[src/rtl/reduction_result_collector_pkg.sv]
// collector_pkg: shared definitions for reduction_result_collector.
//   MODE_MAC / MODE_OUTER : mode encodings
//   state_t               : MAC accumulation FSM states
//   rescale_sat           : fixed-point rescale (optional rounding) plus saturation
package collector_pkg;

  localparam logic [2:0] MODE_MAC   = 3'b000;
  localparam logic [2:0] MODE_OUTER = 3'b011;

  typedef enum logic [1:0] {
    S_IDLE  = 2'd0,
    S_ACCUM = 2'd1,
    S_POST  = 2'd2
  } state_t;

  // Operates on a 64-bit sign-extended value so that one helper serves every
  // accumulator width. The caller truncates to data_width; the clamp ensures
  // that truncation is lossless.
  function automatic logic signed [63:0] rescale_sat(
    input logic signed [63:0] val,
    input int                 frac_bits,
    input int                 data_width,
    input bit                 round_en
  );
    logic signed [63:0] biased;
    logic signed [63:0] shifted;
    logic signed [63:0] hi;
    logic signed [63:0] lo;
    biased = val;
    if (round_en && frac_bits > 0) biased = val + (64'sd1 <<< (frac_bits - 1));
    shifted = biased >>> frac_bits;
    hi = (64'sd1 <<< (data_width - 1)) - 64'sd1;
    lo = -hi - 64'sd1;
    if (shifted > hi)      rescale_sat = hi;
    else if (shifted < lo) rescale_sat = lo;
    else                   rescale_sat = shifted;
  endfunction

endpackage

[src/rtl/reduction_result_collector_if.sv]
// reduction_result_collector_if: input partial-vector stream plus output
// valid/ready result port.
//   valid_reduced, reduced_vec       : upstream beats (no backpressure)
//   out_valid, out_ready             : result handshake
//   out_vec, out_tag                 : FIFO head data and sequence tag
// Modports: slave = collector side, master = producer/consumer side.
interface reduction_result_collector_if #(
  parameter int TILE_SIZE  = 4,
  parameter int DATA_WIDTH = 16,
  parameter int ACC_WIDTH  = 32,
  parameter int TAG_WIDTH  = 16
);
  logic                                       valid_reduced;
  logic signed [TILE_SIZE-1:0][ACC_WIDTH-1:0] reduced_vec;
  logic                                       out_valid;
  logic                                       out_ready;
  logic [TILE_SIZE-1:0][DATA_WIDTH-1:0]       out_vec;
  logic [TAG_WIDTH-1:0]                       out_tag;

  modport slave (
    input  valid_reduced, reduced_vec, out_ready,
    output out_valid, out_vec, out_tag
  );

  modport master (
    output valid_reduced, reduced_vec, out_ready,
    input  out_valid, out_vec, out_tag
  );
endinterface

[src/rtl/reduction_result_collector_result_fifo.sv]
// result_fifo: synchronous FIFO holding finished result entries.
//   clk, rst_n : clock, async active-low reset
//   clear      : synchronous flush
//   push, din  : write request/data (accepted when not full, or full with a pop)
//   pop        : read request (ignored when empty)
//   dout       : head entry, zero while empty
//   full/empty : status flags
// DEPTH must be a power of two (>= 2) so the pointers wrap naturally.
module result_fifo #(
  parameter int WIDTH = 80,
  parameter int DEPTH = 4
) (
  input  logic             clk,
  input  logic             rst_n,
  input  logic             clear,
  input  logic             push,
  input  logic [WIDTH-1:0] din,
  input  logic             pop,
  output logic [WIDTH-1:0] dout,
  output logic             full,
  output logic             empty
);
  localparam int PW = $clog2(DEPTH);

  logic [WIDTH-1:0] mem [DEPTH];
  logic [PW-1:0]    wr_ptr;
  logic [PW-1:0]    rd_ptr;
  logic [PW:0]      count;
  logic             do_push;
  logic             do_pop;

  assign empty   = (count == '0);
  assign full    = (count == (PW+1)'(DEPTH));
  assign do_pop  = pop && !empty;
  assign do_push = push && (!full || do_pop);
  assign dout    = empty ? '0 : mem[rd_ptr];

  always_ff @(posedge clk or negedge rst_n) begin
    if (!rst_n) begin
      wr_ptr <= '0;
      rd_ptr <= '0;
      count  <= '0;
    end else if (clear) begin
      wr_ptr <= '0;
      rd_ptr <= '0;
      count  <= '0;
    end else begin
      if (do_push) wr_ptr <= wr_ptr + PW'(1);
      if (do_pop)  rd_ptr <= rd_ptr + PW'(1);
      case ({do_push, do_pop})
        2'b10:   count <= count + (PW+1)'(1);
        2'b01:   count <= count - (PW+1)'(1);
        default: count <= count;
      endcase
    end
  end

  always_ff @(posedge clk) begin
    if (do_push && !clear) mem[wr_ptr] <= din;
  end

endmodule

[src/rtl/reduction_result_collector.sv]
// reduction_result_collector: accumulates K_BLOCKS partial vectors per row
// block (MAC mode) or passes each vector through (OUTER mode), rescales and
// saturates every result, and queues it with a sequence tag in result_fifo.
//   clk, rst_n   : clock, async active-low reset
//   clear        : sync clear of accumulator, counters, FIFO, overflow_err
//   mode         : 000 MAC, 011 OUTER, others drop beats and flag mode_err
//   bus (slave)  : reduced_vec stream in, valid/ready result port out
//   busy         : high in ACCUM and POST
//   overflow_err : sticky, a result was dropped at a full FIFO
//   mode_err     : sticky, a beat arrived in an unsupported mode
// Build option: define COLLECTOR_ROUND_EN to round half toward +inf before
// the shift; otherwise results are floored.
//
// state   | meaning
// S_IDLE  | no block open; OUTER beats pass through here
// S_ACCUM | summing MAC beats, rem = beats still missing
// S_POST  | full block in acc, pushed this cycle
module reduction_result_collector
  import collector_pkg::*;
#(
  parameter int TILE_SIZE  = 4,
  parameter int DATA_WIDTH = 16,
  parameter int ACC_WIDTH  = 32,
  parameter int FRAC_BITS  = 8,
  parameter int K_BLOCKS   = 16,
  parameter int FIFO_DEPTH = 4,
  parameter int TAG_WIDTH  = 16
) (
  input  logic                          clk,
  input  logic                          rst_n,
  input  logic                          clear,
  input  logic [2:0]                    mode,
  reduction_result_collector_if.slave   bus,
  output logic                          busy,
  output logic                          overflow_err,
  output logic                          mode_err
);
  localparam int AW = ACC_WIDTH + $clog2(K_BLOCKS);
  localparam int CW = $clog2(K_BLOCKS + 1);
  localparam int VW = TILE_SIZE * DATA_WIDTH;
  localparam int EW = VW + TAG_WIDTH;
`ifdef COLLECTOR_ROUND_EN
  localparam bit ROUND_EN = 1'b1;
`else
  localparam bit ROUND_EN = 1'b0;
`endif

  state_t                         state, state_nxt;
  logic [CW-1:0]                  rem, rem_nxt;
  logic                           acc_load, acc_add, post_push;
  logic signed [AW-1:0]           acc [TILE_SIZE];
  logic signed [ACC_WIDTH-1:0]    outer_q [TILE_SIZE];
  logic                           outer_v;
  logic [TAG_WIDTH-1:0]           tag;
  logic [TILE_SIZE-1:0][DATA_WIDTH-1:0] push_lanes;
  logic                           push_req, fifo_pop, fifo_full, fifo_empty;
  logic [EW-1:0]                  fifo_dout;

  wire mac_beat   = bus.valid_reduced && (mode == MODE_MAC);
  wire outer_beat = bus.valid_reduced && (mode == MODE_OUTER);
  wire bad_beat   = bus.valid_reduced && !(mode == MODE_MAC || mode == MODE_OUTER);

  always_ff @(posedge clk or negedge rst_n) begin
    if (!rst_n) begin
      state <= S_IDLE;
      rem   <= '0;
    end else if (clear) begin
      state <= S_IDLE;
      rem   <= '0;
    end else begin
      state <= state_nxt;
      rem   <= rem_nxt;
    end
  end

  always_comb begin
    state_nxt = state;
    rem_nxt   = rem;
    acc_load  = 1'b0;
    acc_add   = 1'b0;
    post_push = 1'b0;
    case (state)
      S_IDLE, S_POST: begin
        post_push = (state == S_POST);
        // A MAC beat in POST opens the next block so back-to-back blocks lose nothing.
        if (mac_beat) begin
          acc_load  = 1'b1;
          rem_nxt   = CW'(K_BLOCKS - 1);
          state_nxt = (K_BLOCKS == 1) ? S_POST : S_ACCUM;
        end else begin
          state_nxt = S_IDLE;
        end
      end
      S_ACCUM: begin
        if (mode != MODE_MAC) begin
          state_nxt = S_IDLE;
        end else if (bus.valid_reduced) begin
          acc_add = 1'b1;
          rem_nxt = rem - CW'(1);
          if (rem == CW'(1)) state_nxt = S_POST;
        end
      end
      default: state_nxt = S_IDLE;
    endcase
  end

  always_ff @(posedge clk or negedge rst_n) begin
    if (!rst_n) begin
      for (int i = 0; i < TILE_SIZE; i++) begin
        acc[i]     <= '0;
        outer_q[i] <= '0;
      end
      outer_v <= 1'b0;
    end else if (clear) begin
      for (int i = 0; i < TILE_SIZE; i++) begin
        acc[i]     <= '0;
        outer_q[i] <= '0;
      end
      outer_v <= 1'b0;
    end else begin
      outer_v <= outer_beat;
      for (int i = 0; i < TILE_SIZE; i++) begin
        if (acc_load)     acc[i] <= AW'($signed(bus.reduced_vec[i]));
        else if (acc_add) acc[i] <= acc[i] + AW'($signed(bus.reduced_vec[i]));
        if (outer_beat)   outer_q[i] <= $signed(bus.reduced_vec[i]);
      end
    end
  end

  // POST and a pending OUTER beat are never active together, so one
  // rescale path serves both.
  always_comb begin
    for (int i = 0; i < TILE_SIZE; i++) begin
      push_lanes[i] = DATA_WIDTH'(rescale_sat(post_push ? 64'(acc[i]) : 64'(outer_q[i]),
                                              FRAC_BITS, DATA_WIDTH, ROUND_EN));
    end
  end

  assign push_req = post_push || outer_v;
  assign fifo_pop = bus.out_ready && !fifo_empty;

  // The tag advances on every result, including one dropped at a full FIFO.
  always_ff @(posedge clk or negedge rst_n) begin
    if (!rst_n) begin
      tag          <= '0;
      overflow_err <= 1'b0;
      mode_err     <= 1'b0;
    end else begin
      if (bad_beat) mode_err <= 1'b1;
      if (clear) begin
        tag          <= '0;
        overflow_err <= 1'b0;
      end else if (push_req) begin
        tag <= tag + TAG_WIDTH'(1);
        if (fifo_full && !fifo_pop) overflow_err <= 1'b1;
      end
    end
  end

  result_fifo #(.WIDTH(EW), .DEPTH(FIFO_DEPTH)) u_fifo (
    .clk   (clk),
    .rst_n (rst_n),
    .clear (clear),
    .push  (push_req),
    .din   ({tag, push_lanes}),
    .pop   (fifo_pop),
    .dout  (fifo_dout),
    .full  (fifo_full),
    .empty (fifo_empty)
  );

  assign bus.out_valid = !fifo_empty;
  assign bus.out_vec   = fifo_dout[VW-1:0];
  assign bus.out_tag   = fifo_dout[EW-1 -: TAG_WIDTH];
  assign busy          = (state != S_IDLE);

endmodule

[src/flat_wrapper.sv]
// flat-port wrapper written by rule: the top's interface ports become plain ports
module reduction_result_collector_flat import collector_pkg::*;
#(
  parameter int TILE_SIZE  = 4,
  parameter int DATA_WIDTH = 16,
  parameter int ACC_WIDTH  = 32,
  parameter int FRAC_BITS  = 8,
  parameter int K_BLOCKS   = 16,
  parameter int FIFO_DEPTH = 4,
  parameter int TAG_WIDTH  = 16
)
  (clk, rst_n, clear, mode, busy, overflow_err, mode_err, bus_valid_reduced, bus_reduced_vec, bus_out_ready, bus_out_valid, bus_out_vec, bus_out_tag);
  reduction_result_collector_if #(.TILE_SIZE(TILE_SIZE), .DATA_WIDTH(DATA_WIDTH), .ACC_WIDTH(ACC_WIDTH), .TAG_WIDTH(TAG_WIDTH)) bus_i ();
  input  logic clk;
  input  logic rst_n;
  input  logic clear;
  input  logic [2:0] mode;
  output logic busy;
  output logic overflow_err;
  output logic mode_err;
  input wire logic [$bits(bus_i.valid_reduced)-1:0] bus_valid_reduced;
  input wire logic [$bits(bus_i.reduced_vec)-1:0] bus_reduced_vec;
  input wire logic [$bits(bus_i.out_ready)-1:0] bus_out_ready;
  output wire logic [$bits(bus_i.out_valid)-1:0] bus_out_valid;
  output wire logic [$bits(bus_i.out_vec)-1:0] bus_out_vec;
  output wire logic [$bits(bus_i.out_tag)-1:0] bus_out_tag;
  assign bus_i.valid_reduced = bus_valid_reduced;
  assign bus_i.reduced_vec = bus_reduced_vec;
  assign bus_i.out_ready = bus_out_ready;
  assign bus_out_valid = bus_i.out_valid;
  assign bus_out_vec = bus_i.out_vec;
  assign bus_out_tag = bus_i.out_tag;
  reduction_result_collector #(.TILE_SIZE(TILE_SIZE), .DATA_WIDTH(DATA_WIDTH), .ACC_WIDTH(ACC_WIDTH), .FRAC_BITS(FRAC_BITS), .K_BLOCKS(K_BLOCKS), .FIFO_DEPTH(FIFO_DEPTH), .TAG_WIDTH(TAG_WIDTH)) u_core (.clk(clk), .rst_n(rst_n), .clear(clear), .mode(mode), .bus(bus_i), .busy(busy), .overflow_err(overflow_err), .mode_err(mode_err));
endmodule
[config.mk]
export PLATFORM = sky130hd
export DESIGN_NAME = reduction_result_collector_flat
export DESIGN_NICKNAME = d
export VERILOG_FILES = /design/src/rtl/reduction_result_collector_pkg.sv /design/src/rtl/reduction_result_collector_if.sv /design/src/rtl/reduction_result_collector_result_fifo.sv /design/src/rtl/reduction_result_collector.sv /design/src/flat_wrapper.sv
export SDC_FILE = /design/constraint.sdc
export NUM_CORES = 1
export LEC_CHECK = 0
export ABC_AREA = 1
export ABC_CLOCK_PERIOD_IN_PS = 6600
export BUFFER_PORTS_ARGS = -buffer_cell sky130_fd_sc_hd__buf_4
export CAP_MARGIN = 10
export CORE_UTILIZATION = 40
export DETAILED_ROUTE_END_ITERATION = 10
export GPL_ROUTABILITY_DRIVEN = 1
export HOLD_SLACK_MARGIN = 0.02
export PLACE_DENSITY_LB_ADDON = 0.25
export RECOVER_POWER = 100
export SKIP_CTS_REPAIR_TIMING = 1
export SLEW_MARGIN = 20
export SYNTH_ARGS = -nofsm -noshare
export SYNTH_HDL_FRONTEND = slang
export SYNTH_SLANG_ARGS = --single-unit
export TNS_END_PERCENT = 20
[constraint.sdc]
create_clock -name clk -period 6.6 [get_ports clk]
set_input_delay 0.33 -clock clk [delete_from_list [all_inputs] [get_ports clk]]
set_output_delay 0.33 -clock clk [all_outputs]
set_load 0.005 [all_outputs]
Yosys cells after proc, flatten, opt, wreduce, memory -nomap -nowiden. Memory sizes are Yosys's and may differ from the RTL's. Index checks and enable logic that the tools add are counted.

Register bits after elaboration: 305. Memory bits (writable): 320. Input port bits: 136. Output and inout bits: 84. Word-level logic and storage cells: 139. Memories kept: 1.

Add/sub/neg operators: 10. Order comparisons: 8. Equality and inequality tests: 12. Muxes and demuxes: 58. Reductions and logical operators: 33.

Memories: u_core.u_fifo.mem (words 4, width 80, read ports 1, clocked after Yosys merged registers in 0, write ports 1, line reduction_result_collector_result_fifo.sv:25) `logic [WIDTH-1:0] mem [DEPTH];`.

Operators with widths (number): 2-to-1 mux 36 bit (8); 2-to-1 mux 64 bit (4); > comparator 56 x 16 -> 1 bit (second input constant) (4); < comparator 56 x 16 -> 1 bit (second input constant) (4); 2-to-1 mux 16 bit (10); adder 36 x 32 -> 36 bit (4); 2-to-1 mux 144 bit (1); 2-to-1 mux 128 bit (1); 2-to-1 mux 32 bit (4); 2-to-1 mux 80 bit (1); 2-to-1 mux 5 bit (4); adder 16 x 1 -> 16 bit (second input constant) (1); 2-to-1 mux 2 bit (8); 2-to-1 mux 1 bit (13); nonzero test 2 bit (6); nonzero test 3 bit (4); one-hot mux 5 bit (2 select lines) (1); logical AND 1 bit (8); logical NOT 3 bit (2); != test 3 bit (second input constant) (2); one-hot mux 3 bit (2 select lines) (1); equality test 5 x 1 -> 1 bit (second input constant) (1); logical NOT 1 bit (5); subtractor 5 x 1 -> 5 bit (second input constant) (1); other kinds (17) (23).

Longest topological paths before layout.
Depth in word-level cells: 9. Mapped depth: 16. Depth with buffers taken out: 16.

Hierarchy. From an unflattened synthesis, not the netlist that was laid out.

Cell total of the unflattened synthesis: 5017. Area total of the unflattened synthesis: 36861.6 µm².

By module, submodules not included: reduction_result_collector (instances 1, cells each 4008, area each 24061.8 µm², seq. area each 6656.4 µm²); result_fifo (instances 1, cells each 1009, area each 12799.8 µm², seq. area each 9784.4 µm²).

Worst setup path after synthesis. OpenSTA, ideal clock, no wires.

Path kind: register -> register. Start point: reg u_core.state[1]. End point: mem u_core.u_fifo.mem[0][0], enable pin. Setup time: 519 ps. Data arrival time: 4378 ps. Required time: 6081 ps. Setup slack: 1703 ps. Cell stages (with the launch flop): 9. Path buffers: 0. Period minus slack after synthesis: 4897 ps. Cell sequence: dfrtp_1 -> inv_2 -> nor2_4 -> nor2_4 -> clkinv_1 -> nand2_1 -> inv_1 -> nand2_1 -> nor2_1.

Cells in the longest elaborated chain, start to end: 8. Elaborated cells between the ends (all ways): 9. Those cells by class: eq/ne (1); mux (3); reduce/logical (5).

Ends and longest elaborated chain: from (decl) (line reduction_result_collector.sv:48) `state_t state, state_nxt;`; from (signal assigned) (line reduction_result_collector.sv:71) `state <= state_nxt;`; equality test 2 bit or logical NOT 2 bit (tied branches) (line reduction_result_collector.sv:82, reduction_result_collector.sv:84); OR reduction 2 bit (line reduction_result_collector.sv:82) `case (state)`; 2-to-1 mux 1 bit (*) (line reduction_result_collector.sv:82); logical OR 1 bit (*) (line reduction_result_collector.sv:139) `assign push_req = post_push || outer_v;`; logical AND 1 bit (*) (line reduction_result_collector_result_fifo.sv:35) `assign do_push = push && (!full || do_pop);`; logical AND 1 bit (*) (line reduction_result_collector_result_fifo.sv:59) `if (do_push && !clear) mem[wr_ptr] <= din;`; 2-to-1 mux 1 bit (*) (line reduction_result_collector_result_fifo.sv:59); 2-to-1 mux 1 bit (not written as such) (*) (line reduction_result_collector_result_fifo.sv:59); to (decl) (line reduction_result_collector_result_fifo.sv:25).

Every way passes the cells marked *; elsewhere a longest branch is shown, timed or not.

Worst setup path in the final report.
Start point: in bus_valid_reduced. End point: reg u_core.acc[14] (netlist name).

Cells in the longest elaborated chain, start to end: 5. Elaborated cells between the ends (all ways): 9. Those cells by class: mux (7); reduce/logical (2).

Ends and longest elaborated chain: from (decl) (line flat_wrapper.sv:21) `input wire logic [$bits(bus_i.valid_reduced)-1:0] bus_valid_reduced;`; logical AND 1 bit (line reduction_result_collector.sv:59) `wire mac_beat = bus.valid_reduced && (mode == MODE_MAC);`; 2-to-1 mux 1 bit (line reduction_result_collector.sv:86) `if (mac_beat) begin`; 2-to-1 mux 1 bit (line reduction_result_collector.sv:82); 2-to-1 mux 36 bit (line reduction_result_collector.sv:123) `if (acc_load) acc[i] <= AW'($signed(bus.reduced_vec[i]));`; 2-to-1 mux 144 bit (line reduction_result_collector.sv:114) `end else if (clear) begin`; to (signal, indexed assignment) (line reduction_result_collector.sv:123); to (signal, indexed assignment) (line reduction_result_collector.sv:124) `else if (acc_add) acc[i] <= acc[i] + AW'($signed(bus.reduced_vec[i]));`; to (decl) (line reduction_result_collector.sv:51) `logic signed [AW-1:0] acc [TILE_SIZE];`.

Several ways; a longest one is shown, not always the timed one. A chain may end at the register's enable or synchronous reset.

==> results.tsv <==
metric	value	unit
clk_skew	0.0363	ns
Lkg Pwr	20.7	nW
Die Span Y	305	um
initial antenna violation count	2	
Netlist cell types	41	
H-tree levels	3	
grt met1 use	0.353	
Primary FF master, synth	edfxtp_1	
DRC errors left	0	
actual slew at the worst max-slew pin	3.98	ns
CP cell instances	dlygate4sd3_1 > clkbuf_1 > nand3_1 > nor2_1 > inv_4 > clkbuf_1 > nand3_1 > nand2_1 > o21ai_0	
clk slew on worst S/H paths	0.06	ns
asr flop ratio synth	0.460	
relative slew slack	-1.65	
Critical Path AT	5.56	ns
synth-to-layout area growth	13.6	%
Worst R2R Setup Slack	1.65	ns
PortBufs	219	
M3 GR Usage	0.0277	
Syn Area/Cell	7.36	um^2
reg-to-reg endpoint	u_core.acc[14]	
Die Area	93000	um^2
Post-Synthesis Cell Area	36700	um^2
Syn Nets	5279	
Hold Path End	u_core.outer_q[93]	
number of flops mapped to enable cells by yosys	320	
top-count cell post-synth	nand2_1	
Seq/Total Area, Yosys	0.448	
most used routing layer	met2	
Yosys top cell area share	0.262	
largest net degree at the start of global routing	123	
power per cell area	242	nW/um^2
crit-path max FO	72	
nets	5442	
I/O pins	220	
Sum Neg Setup Slack	0	ns
Max Freq	197	MHz
final critical-path required period	5.07	ns
most instantiated cells after synthesis	nand2_1, inv_1, nor2_1	
critical path type	in -> reg	
final hold slack	0.00492	ns
# clock sinks	593	
yosys warns	0	
global-route wire length before repair	181	mm
row count	110	
die extent in x	305	um
Starting Density	0.406	
DPL Wire Length	84.3	mm
min-delay worst type	in -> reg	
area leader, netlist	edfxtp_1	
core region area	90400	um^2
# diodes	0	
total track usage	0.247	
R2R cell count	6	
fin util	0.461	
layout cells sized above 1	0.0705	
final WL	116	mm
Routed Antenna Nets	0	
Worst EP required	7.09	ns
Bufs on Longest Clock Path	3	
aggregate global routing overflow	0	
Final Hold Fails	0	
worst r2r src	u_core.state[0]	
Synth area leaders	edfxtp_1, dfrtp_1, nand2_1	
gp weighted congestion	0.940	
unrepaired setup endpoints after global routing	no	
Final Setup Violations	0	
Worst-Skew Late Latency	0.63	ns
CP startpoint kind	input port	
hold path depth	3	
peak supply drop	0.000221	V
GR Util met2	0.395	
status	complete, but fails checks	
Max Cap Violations	17	
DRT Pass-1 Iters	6	
CP endpoint kind	flop	
TritonCTS clock tree	yes	
initial drt markers	2541	
Worst Hold Launch	bus_reduced_vec[61]	
clk root buf	clkbuf_16	
number of global-route vias before repair	31100	
Cells after Synth	4991	
WL per Instance	18.2	um
via count	32900	
crit-path max cell delay	2.84	ns
slowest CP cell	clkbuf_1	
via/cell ratio	5.16	
final slew viol count	913	
TritonCTS buffer count	68	
Yosys reg bits	593	
Tcrit/Tclk final	0.768	
failing checks	capacitance limit, slew limit	
per-layer routing:
layer / vias to the layer above / routed length (um)
met4: 0 / 2660
met1: 15400 / 54800
met2: 902 / 52300
li1: 16500 / -
met3: 151 / 6470
met5: - / 0
sequential cells by signal, summed over array words and instances (netlist names):
name,flops
u_core.tag,16
u_core.acc,144
u_core.state,2
u_core.outer_v,1
u_core.u_fifo.wr_ptr,2
u_core.outer_q,96
u_core.u_fifo.count,3
u_core.rem,5
u_core.mode_err,1
u_core.overflow_err,1
u_core.u_fifo.mem,320
u_core.u_fifo.rd_ptr,2
worst max path at each step:
| stage | end | from | depth (start not counted) | slack (ns) |
|---|---|---|---|---|
| after CTS | bus_out_vec[27] | u_core.u_fifo.rd_ptr[0] | 5 | 2.50 |
| after floorplan | u_core.u_fifo.mem[0][0] | u_core.state[1] | 8 | 1.70 |
| after global placement | bus_out_vec[28] | u_core.u_fifo.rd_ptr[0] | 5 | 3.26 |
| after global routing | u_core.outer_q[63] | bus_valid_reduced | 8 | 1.11 |
| final | u_core.acc[14] | bus_valid_reduced | 9 | 1.53 |
| after detailed placement | bus_out_vec[21] | u_core.u_fifo.rd_ptr[0] | 5 | 3.17 |
worst max-delay path: cells and delay by family:
family | cells | cell delay (ns)
buffers and inverters | 4 | 4.02
AO/OA/AOI/OAI | 1 | 0.10
AND/OR/NAND/NOR | 4 | 1.05
layout make-up:
cell class / instances / area [um^2]
Tap cell: 1176 / 1470
Fill cell: 9151 / 48700
Multi-Input combinational cell: 3551 / 17000
Clock inverter: 39 / 453
Clock buffer: 85 / 1830
Sequential cell: 593 / 16400
Inverter: 673 / 2530
Timing Repair Buffer: 267 / 2020
kinds of logic (layout without fill, tap and decap cells):
group           after synthesis  in the layout  share of synthesized area
simple gates               2535           2535                      0.278
flops                       593            593                      0.448
mux                           7              7                    0.00191
fa+ha+maj                   152            152                     0.0528
compound gates              800            800                      0.116
buf+inv                     847           1064                     0.0899
xor+xnor                     57             57                     0.0136
stage by stage:
stage / worst slack [ns] / total power [mW] / area (um^2) / std cells
4_1_cts: 2.50 / 10.2 / 41700 / 6365
6_report: 1.53 / 10.1 / 41700 / 6384
3_3_place_gp: 3.26 / 6.35 / 39400 / 6241
2_1_floorplan: 1.70 / 5.30 / 36700 / 4991
5_1_grt: 1.11 / 10.6 / 41700 / 6384
3_5_place_dp: 3.17 / 6.37 / 39400 / 6241
layout by cell type (no fill, tap or decap), types with 19 or more instances in the layout:
| cell type | synthesis | routed |
|---|---|---|
| clkbuf_1 | 131 | 35 |
| inv_1 | 667 | 667 |
| o21bai_1 | 25 | 26 |
| a21oi_1 | 305 | 305 |
| clkbuf_4 | 0 | 68 |
| nand4_1 | 43 | 43 |
| edfxtp_1 | 320 | 320 |
| nor2_1 | 666 | 667 |
| o31ai_1 | 19 | 19 |
| ha_1 | 147 | 147 |
| xor2_1 | 54 | 54 |
| nand2_1 | 1471 | 1472 |
| nand3_1 | 271 | 271 |
| nor3_1 | 33 | 33 |
| o21ai_0 | 340 | 342 |
| o22ai_1 | 78 | 78 |
| buf_4 | 6 | 149 |
| dfrtp_1 | 273 | 271 |
| clkbuf_16 | 0 | 69 |
power by group:
part	total [mW]	switching (mW)	leakage (nW)	internal (mW)
Clock	3.85	1.59	1.11	2.26
Sequential	4.09	0.0756	6.67	4.01
Combinational	2.16	1.40	12.9	0.755
Total	10.1	3.06	20.7	7.03
Note: power is estimated with default switching activity, not from simulation.
